**src/rtl/if_prefetch_queue.sv**
```systemverilog
// Instruction prefetch queue feeding IF/ID: sequential fetch, FIFO buffering, redirect flush.
// Optional `PFQ_BYPASS_EN presents an arriving response on out_* when the queue is empty.
module if_prefetch_queue #(
  parameter int          DEPTH    = 4,
  parameter logic [31:0] RESET_PC = 32'h0
) (
  input  logic                     clk_i,
  input  logic                     rst_i,
  input  logic                     redirect_i,
  input  logic [31:0]              redirect_pc_i,
  output logic                     imem_req_o,
  output logic [31:0]              imem_addr_o,
  input  logic [31:0]              imem_rdata_i,
  output logic                     out_valid_o,
  input  logic                     out_ready_i,
  output logic [31:0]              out_pc4_o,
  output logic [31:0]              out_instr_o,
  output logic [$clog2(DEPTH):0]   count_o
);
  localparam int PW = $clog2(DEPTH);
  localparam int CW = PW + 1;
  localparam logic [CW-1:0] DEPTH_C = CW'(DEPTH);

  typedef struct packed {
    logic [31:0] pc4;
    logic [31:0] instr;
  } entry_t;

  entry_t [DEPTH-1:0] mem;
  entry_t             head;
  logic [31:0]        fetch_pc, inflight_pc4;
  logic               inflight;
  logic [PW-1:0]      wr_ptr, rd_ptr;
  logic [CW-1:0]      count;
  logic               req, wr_en, rd_en;

  // Credit counts the in-flight fetch so a response always has a free slot.
  // Gating with rst_i keeps the request low while reset is held.
  assign req         = rst_i && !redirect_i && ((count + CW'(inflight)) < DEPTH_C);
  assign imem_req_o  = req;
  assign imem_addr_o = fetch_pc;
  assign count_o     = count;
  assign head        = mem[rd_ptr];

`ifdef PFQ_BYPASS_EN
  logic byp;
  assign byp         = (count == '0) && inflight && !redirect_i;
  assign out_valid_o = ((count != '0) && !redirect_i) || byp;
  assign out_pc4_o   = byp ? inflight_pc4 : head.pc4;
  assign out_instr_o = byp ? imem_rdata_i : head.instr;
  assign wr_en       = inflight && !redirect_i && !(byp && out_ready_i);
  assign rd_en       = out_valid_o && out_ready_i && !byp;
`else
  assign out_valid_o = (count != '0) && !redirect_i;
  assign out_pc4_o   = head.pc4;
  assign out_instr_o = head.instr;
  assign wr_en       = inflight && !redirect_i;
  assign rd_en       = out_valid_o && out_ready_i;
`endif

  always_ff @(posedge clk_i or negedge rst_i) begin
    if (!rst_i) begin
      fetch_pc     <= RESET_PC;
      inflight     <= 1'b0;
      inflight_pc4 <= '0;
      wr_ptr       <= '0;
      rd_ptr       <= '0;
      count        <= '0;
      mem          <= '0;
    end else if (redirect_i) begin
      // Redirect wins: drop stored entries and the response still in flight.
      fetch_pc <= redirect_pc_i;
      inflight <= 1'b0;
      wr_ptr   <= '0;
      rd_ptr   <= '0;
      count    <= '0;
    end else begin
      inflight <= req;
      if (req) begin
        fetch_pc     <= fetch_pc + 32'd4;
        inflight_pc4 <= fetch_pc + 32'd4;
      end
      if (wr_en) begin
        mem[wr_ptr] <= '{pc4: inflight_pc4, instr: imem_rdata_i};
        wr_ptr      <= wr_ptr + 1'b1;
      end
      if (rd_en) rd_ptr <= rd_ptr + 1'b1;
      count <= count + CW'(wr_en) - CW'(rd_en);
    end
  end
endmodule
```
**config.mk**
```make
export PLATFORM = sky130hd
export DESIGN_NAME = if_prefetch_queue
export DESIGN_NICKNAME = d
export VERILOG_FILES = /design/src/rtl/if_prefetch_queue.sv
export SDC_FILE = /design/constraint.sdc
export NUM_CORES = 1
export LEC_CHECK = 0
export CAP_MARGIN = 0
export CELL_PAD_IN_SITES_DETAIL_PLACEMENT = 0
export CELL_PAD_IN_SITES_GLOBAL_PLACEMENT = 1
export CORE_ASPECT_RATIO = 0.75
export CORE_MARGIN = 1
export CORE_UTILIZATION = 39
export CTS_CLUSTER_SIZE = 8
export DETAILED_ROUTE_END_ITERATION = 8
export MAX_ROUTING_LAYER = met4
export PLACE_DENSITY = 0.69
export SLEW_MARGIN = 10
export SYNTH_ARGS = -nofsm -noshare
export SYNTH_HDL_FRONTEND = slang
export SYNTH_SLANG_ARGS = --single-unit
```
**constraint.sdc**
```tcl
create_clock -name clk_i -period 4.49 [get_ports clk_i]
set_input_delay 0.6735 -clock clk_i [delete_from_list [all_inputs] [get_ports clk_i]]
set_output_delay 0.6735 -clock clk_i [all_outputs]
set_load 0.02 [all_outputs]
```
==> flow_results.xml <==
<?xml version="1.0" encoding="UTF-8"?>
<metrics>
  <group name="run_status">
    <metric name="status" unit="">finished clean</metric>
  </group>
  <group name="power">
    <metric name="clockPowerShare" unit="%">27.0</metric>
    <metric name="cellInternalPower" unit="mW">7.702</metric>
    <metric name="power.switching_fraction" unit="%">30.65</metric>
    <metric name="cellPowerDensity" unit="nW/um2">605.1</metric>
    <metric name="ir_worst_vdd" unit="V">0.0002779</metric>
    <metric name="power.leakage" unit="nW">7.960</metric>
    <metric name="power_dissipated_by_switching_net_loads" unit="mW">3.404</metric>
    <metric name="power_frac_seq" unit="%">40.1</metric>
    <metric name="power.share.combinational" unit="%">32.9</metric>
  </group>
  <group name="flow_run">
    <metric name="count_of_maximum_capacitance_violations" unit="">0</metric>
  </group>
  <group name="clock_network">
    <metric name="h-tree-depth" unit="">2</metric>
    <metric name="clock_sink_count" unit="">328</metric>
    <metric name="cts_max_path_buffers" unit="">3</metric>
    <metric name="tritoncts" unit="">yes</metric>
    <metric name="clockRootBuffer" unit="">sky130_fd_sc_hd__clkbuf_16</metric>
    <metric name="cts_hold_buf" unit="">0</metric>
    <metric name="cts_setup_buffers" unit="">0</metric>
    <metric name="post_cts.resized_instances" unit="">0</metric>
    <metric name="cts.reportedPaths.clkPinSlew" unit="ns">0.05</metric>
    <metric name="clk-insertion-delay-late" unit="ns">0.54</metric>
    <metric name="cts_made_buffers" unit="">46</metric>
  </group>
  <group name="setup_path">
    <metric name="worst-r2r-cell-count" unit="">4</metric>
    <metric name="critical_path.endpoint_type" unit="">output pin</metric>
    <metric name="critical_path_required" unit="ns">3.82</metric>
    <metric name="worst_setup_path_start_kind" unit="">flip-flop</metric>
    <metric name="critPathArrivalTime" unit="ns">2.80</metric>
    <metric name="critPathMaxFanout" unit="">21</metric>
    <metric name="criticalPathCategory" unit="">reg2out</metric>
  </group>
  <group name="floorplanning">
    <metric name="io_pins" unit="">169</metric>
    <metric name="dieArea" unit="um2">38940</metric>
    <metric name="floorplan.die.height" unit="um">171.2</metric>
    <metric name="die_width" unit="um">227.5</metric>
    <metric name="floorplan.rows" unit="">61</metric>
    <metric name="core_region_area" unit="um2">37320</metric>
    <metric name="floorplan.initialDensity" unit="%">39.86</metric>
  </group>
  <group name="placement">
    <metric name="portBuffers" unit="">168</metric>
    <metric name="placed_cells" unit="">1670</metric>
    <metric name="place.gp.congestion" unit="">0.7447</metric>
    <metric name="hpwlAfterDp" unit="mm">22.71</metric>
    <metric name="placedInstanceArea" unit="um2">17160</metric>
  </group>
  <group name="yosys">
    <metric name="yosys_most_used_dff" unit="">sky130_fd_sc_hd__dfrtp_1</metric>
    <metric name="synth-seq-area-share" unit="%">55.17</metric>
    <metric name="synthesis.instances" unit="">1052</metric>
    <metric name="ys_warn_count" unit="">0</metric>
    <metric name="synth_fp_nets" unit="">1128</metric>
    <metric name="synth.ff_latch_count" unit="">328</metric>
    <metric name="synth_area" unit="um2">14880</metric>
    <metric name="synth-async-reset-ratio" unit="%">100.0</metric>
    <metric name="post_synth.cell_area_avg" unit="um2">14.14</metric>
    <metric name="synthDistinctLibCells" unit="">45</metric>
    <metric name="synth-edff-count" unit="">0</metric>
  </group>
  <group name="cells_and_area">
    <metric name="antenna_fix_cells" unit="">0</metric>
    <metric name="layout.cells.most_common_list" unit="">sky130_fd_sc_hd__dfrtp_1, sky130_fd_sc_hd__mux2_2, sky130_fd_sc_hd__clkdlybuf4s50_1</metric>
    <metric name="post_route_cells_drive_above_1_share" unit="%">33.47</metric>
    <metric name="finish.utilization" unit="%">49.18</metric>
    <metric name="layout_commonest_cell" unit="">sky130_fd_sc_hd__dfrtp_1</metric>
    <metric name="final.fill_count" unit="">3254</metric>
    <metric name="syn_to_final_growth" unit="%">23.36</metric>
    <metric name="final_cell_count_no_fill" unit="">1720</metric>
    <metric name="finalNetCount" unit="">1290</metric>
    <metric name="final_design_area_no_fill" unit="um2">18350</metric>
  </group>
  <group name="sta">
    <metric name="min_period" unit="ns">3.478</metric>
    <metric name="sum_of_negative_setup_slack" unit="ns">0</metric>
    <metric name="final_min_period_over_clock_period" unit="%">77.47</metric>
    <metric name="setup_repair_after_global_routing_missed_its_margin" unit="">false</metric>
    <metric name="finalHoldViolCount" unit="">0</metric>
    <metric name="maxClockFrequency" unit="GHz">0.2875</metric>
    <metric name="finalClockSkew" unit="ns">0.01525</metric>
    <metric name="pin_slew_with_the_least_headroom_to_its_limit" unit="ns">1.071</metric>
    <metric name="finalMaxSlewViolations" unit="">0</metric>
    <metric name="worst_slew_margin_rel" unit="%">28.63</metric>
    <metric name="setup-violations-final" unit="">0</metric>
  </group>
  <group name="drt">
    <metric name="post_drt_via_cell_ratio" unit="">5.485</metric>
    <metric name="drc" unit="">0</metric>
    <metric name="first_pass_iters" unit="">4</metric>
    <metric name="total_vias_in_the_final_route" unit="">9434</metric>
    <metric name="dr.first_iter.drc_count" unit="">373</metric>
    <metric name="wirelength_routed" unit="mm">36.20</metric>
    <metric name="final_antenna_net_count" unit="">0</metric>
    <metric name="avgRoutedWirePerCell" unit="um">21.05</metric>
  </group>
  <group name="min_path">
    <metric name="worst_hold_path_type" unit="">in2async</metric>
  </group>
  <group name="grt">
    <metric name="globalRouteTotalUtil" unit="%">19.81</metric>
    <metric name="grt_pass1_wl" unit="mm">57.52</metric>
    <metric name="grt_antenna_before_repair" unit="">0</metric>
    <metric name="globalRouteOverflowTotal" unit="">0</metric>
    <metric name="first_global_vias" unit="">9906</metric>
    <metric name="grt_start_max_net_pins" unit="">200</metric>
  </group>
</metrics>
==> power by group through the flow <==
| stage | Combinational, mW | Sequential, mW | Clock [mW] |
|---|---|---|---|
| 3_5_place_dp | 3.70 | 4.49 | 0 |
| 5_1_grt | 3.92 | 4.59 | 3.21 |
| 3_3_place_gp | 3.65 | 4.46 | 0 |
| 2_1_floorplan | 2.30 | 4.27 | 0 |
| 4_1_cts | 3.72 | 4.46 | 3.10 |
| 6_report | 3.65 | 4.45 | 3.00 |
==> metrics by stage <==
stage | hold WS, ns | worst slack (ns) | power (mW)
floorplan | 0.3779 | 1.789 | 6.567
global placement | 0.4814 | 1.435 | 8.109
detailed placement | 0.4870 | 1.395 | 8.191
CTS | 0.08800 | 0.9250 | 11.28
global route | 0.1033 | 0.8231 | 11.71
finish | 0.07800 | 1.012 | 11.11
==> cells by family (layout without fill, tap and decap cells) <==
logic type / after synthesis / after routing / synth area share, %
AOI/OAI and AO/OA: 88 / 88 / 3.726
DFF: 328 / 328 / 55.17
xor gates and xnor gates: 20 / 20 / 1.177
and+or+nand+nor: 199 / 199 / 7.316
buffers and inverters: 80 / 244 / 2.161
muxes: 329 / 329 / 29.73
adders and majority gates: 8 / 8 / 0.7232
==> cell type report <==
| class | count | area [um2] | share of cell area, % |
|---|---|---|---|
| Tap cell | 504 | 630.6 | 3.436 |
| Timing Repair Buffer | 185 | 1884 | 10.27 |
| Sequential cell | 328 | 8213 | 44.75 |
| Multi-Input combinational cell | 644 | 6400 | 34.87 |
| Clock inverter | 1 | 8.758 | 0.04772 |
| Clock buffer | 49 | 1184 | 6.449 |
| Inverter | 9 | 33.78 | 0.1841 |
==> path summary, 6_finish.rpt <==
check	start	slack (ns)	end
setup / recovery	rd_ptr[0]	1.01	out_instr_o[27]
hold / removal	rst_i	0.08	inflight_pc4[30]
setup reg to reg	inflight	2.04	mem[184]
hold reg to reg	imem_addr_o[0]	0.49	inflight_pc4[0]
max in group asynchronous	rst_i	2.15	rd_ptr[1]
min in group clk_i	imem_addr_o[0]	0.49	inflight_pc4[0]
==> cell usage after synthesis, types with 7 or more instances <==
master / instances / area share [%]
sky130_fd_sc_hd__nand3_1: 28 / 0.94
sky130_fd_sc_hd__o31ai_1: 9 / 0.45
sky130_fd_sc_hd__mux2_2: 260 / 20
sky130_fd_sc_hd__ha_1: 7 / 0.59
sky130_fd_sc_hd__or4_1: 22 / 1.1
sky130_fd_sc_hd__mux4_2: 64 / 9.7
sky130_fd_sc_hd__xnor2_1: 11 / 0.65
sky130_fd_sc_hd__o21ai_0: 34 / 1.1
sky130_fd_sc_hd__or3_1: 15 / 0.63
sky130_fd_sc_hd__xor2_1: 9 / 0.53
sky130_fd_sc_hd__nor2_1: 28 / 0.71
sky130_fd_sc_hd__dfrtp_1: 328 / 55
sky130_fd_sc_hd__a31oi_1: 19 / 0.80
sky130_fd_sc_hd__nor2b_1: 9 / 0.38
sky130_fd_sc_hd__nand2_1: 60 / 1.5
sky130_fd_sc_hd__buf_1: 8 / 0.20
sky130_fd_sc_hd__inv_1: 7 / 0.18
sky130_fd_sc_hd__clkbuf_1: 56 / 1.4
sky130_fd_sc_hd__o211ai_1: 12 / 0.61
sky130_fd_sc_hd__nand4_1: 8 / 0.34
==> critical path, cell delays in order (launching register included) <==
cell	delay, ns
sky130_fd_sc_hd__dfrtp_4	0.71
sky130_fd_sc_hd__buf_4	0.42
sky130_fd_sc_hd__mux4_2	0.56
sky130_fd_sc_hd__clkdlybuf4s50_1	0.56
==> routing by layer <==
metal,track usage (%),share of wire [%],vias to the layer above
li1,-,-,4237
met1,28.36,49,4939
met2,29.36,46,210
met3,3.366,4.2,48
met4,4.669,1.6,0
met5,-,0,-
==> sequential cells by signal (all words and copies together) (netlist names) <==
register	count
count_o	3
wr_ptr	2
mem	256
imem_addr_o	32
rd_ptr	2
inflight_pc4	32
inflight	1
Power figures use the tool's default switching activity.
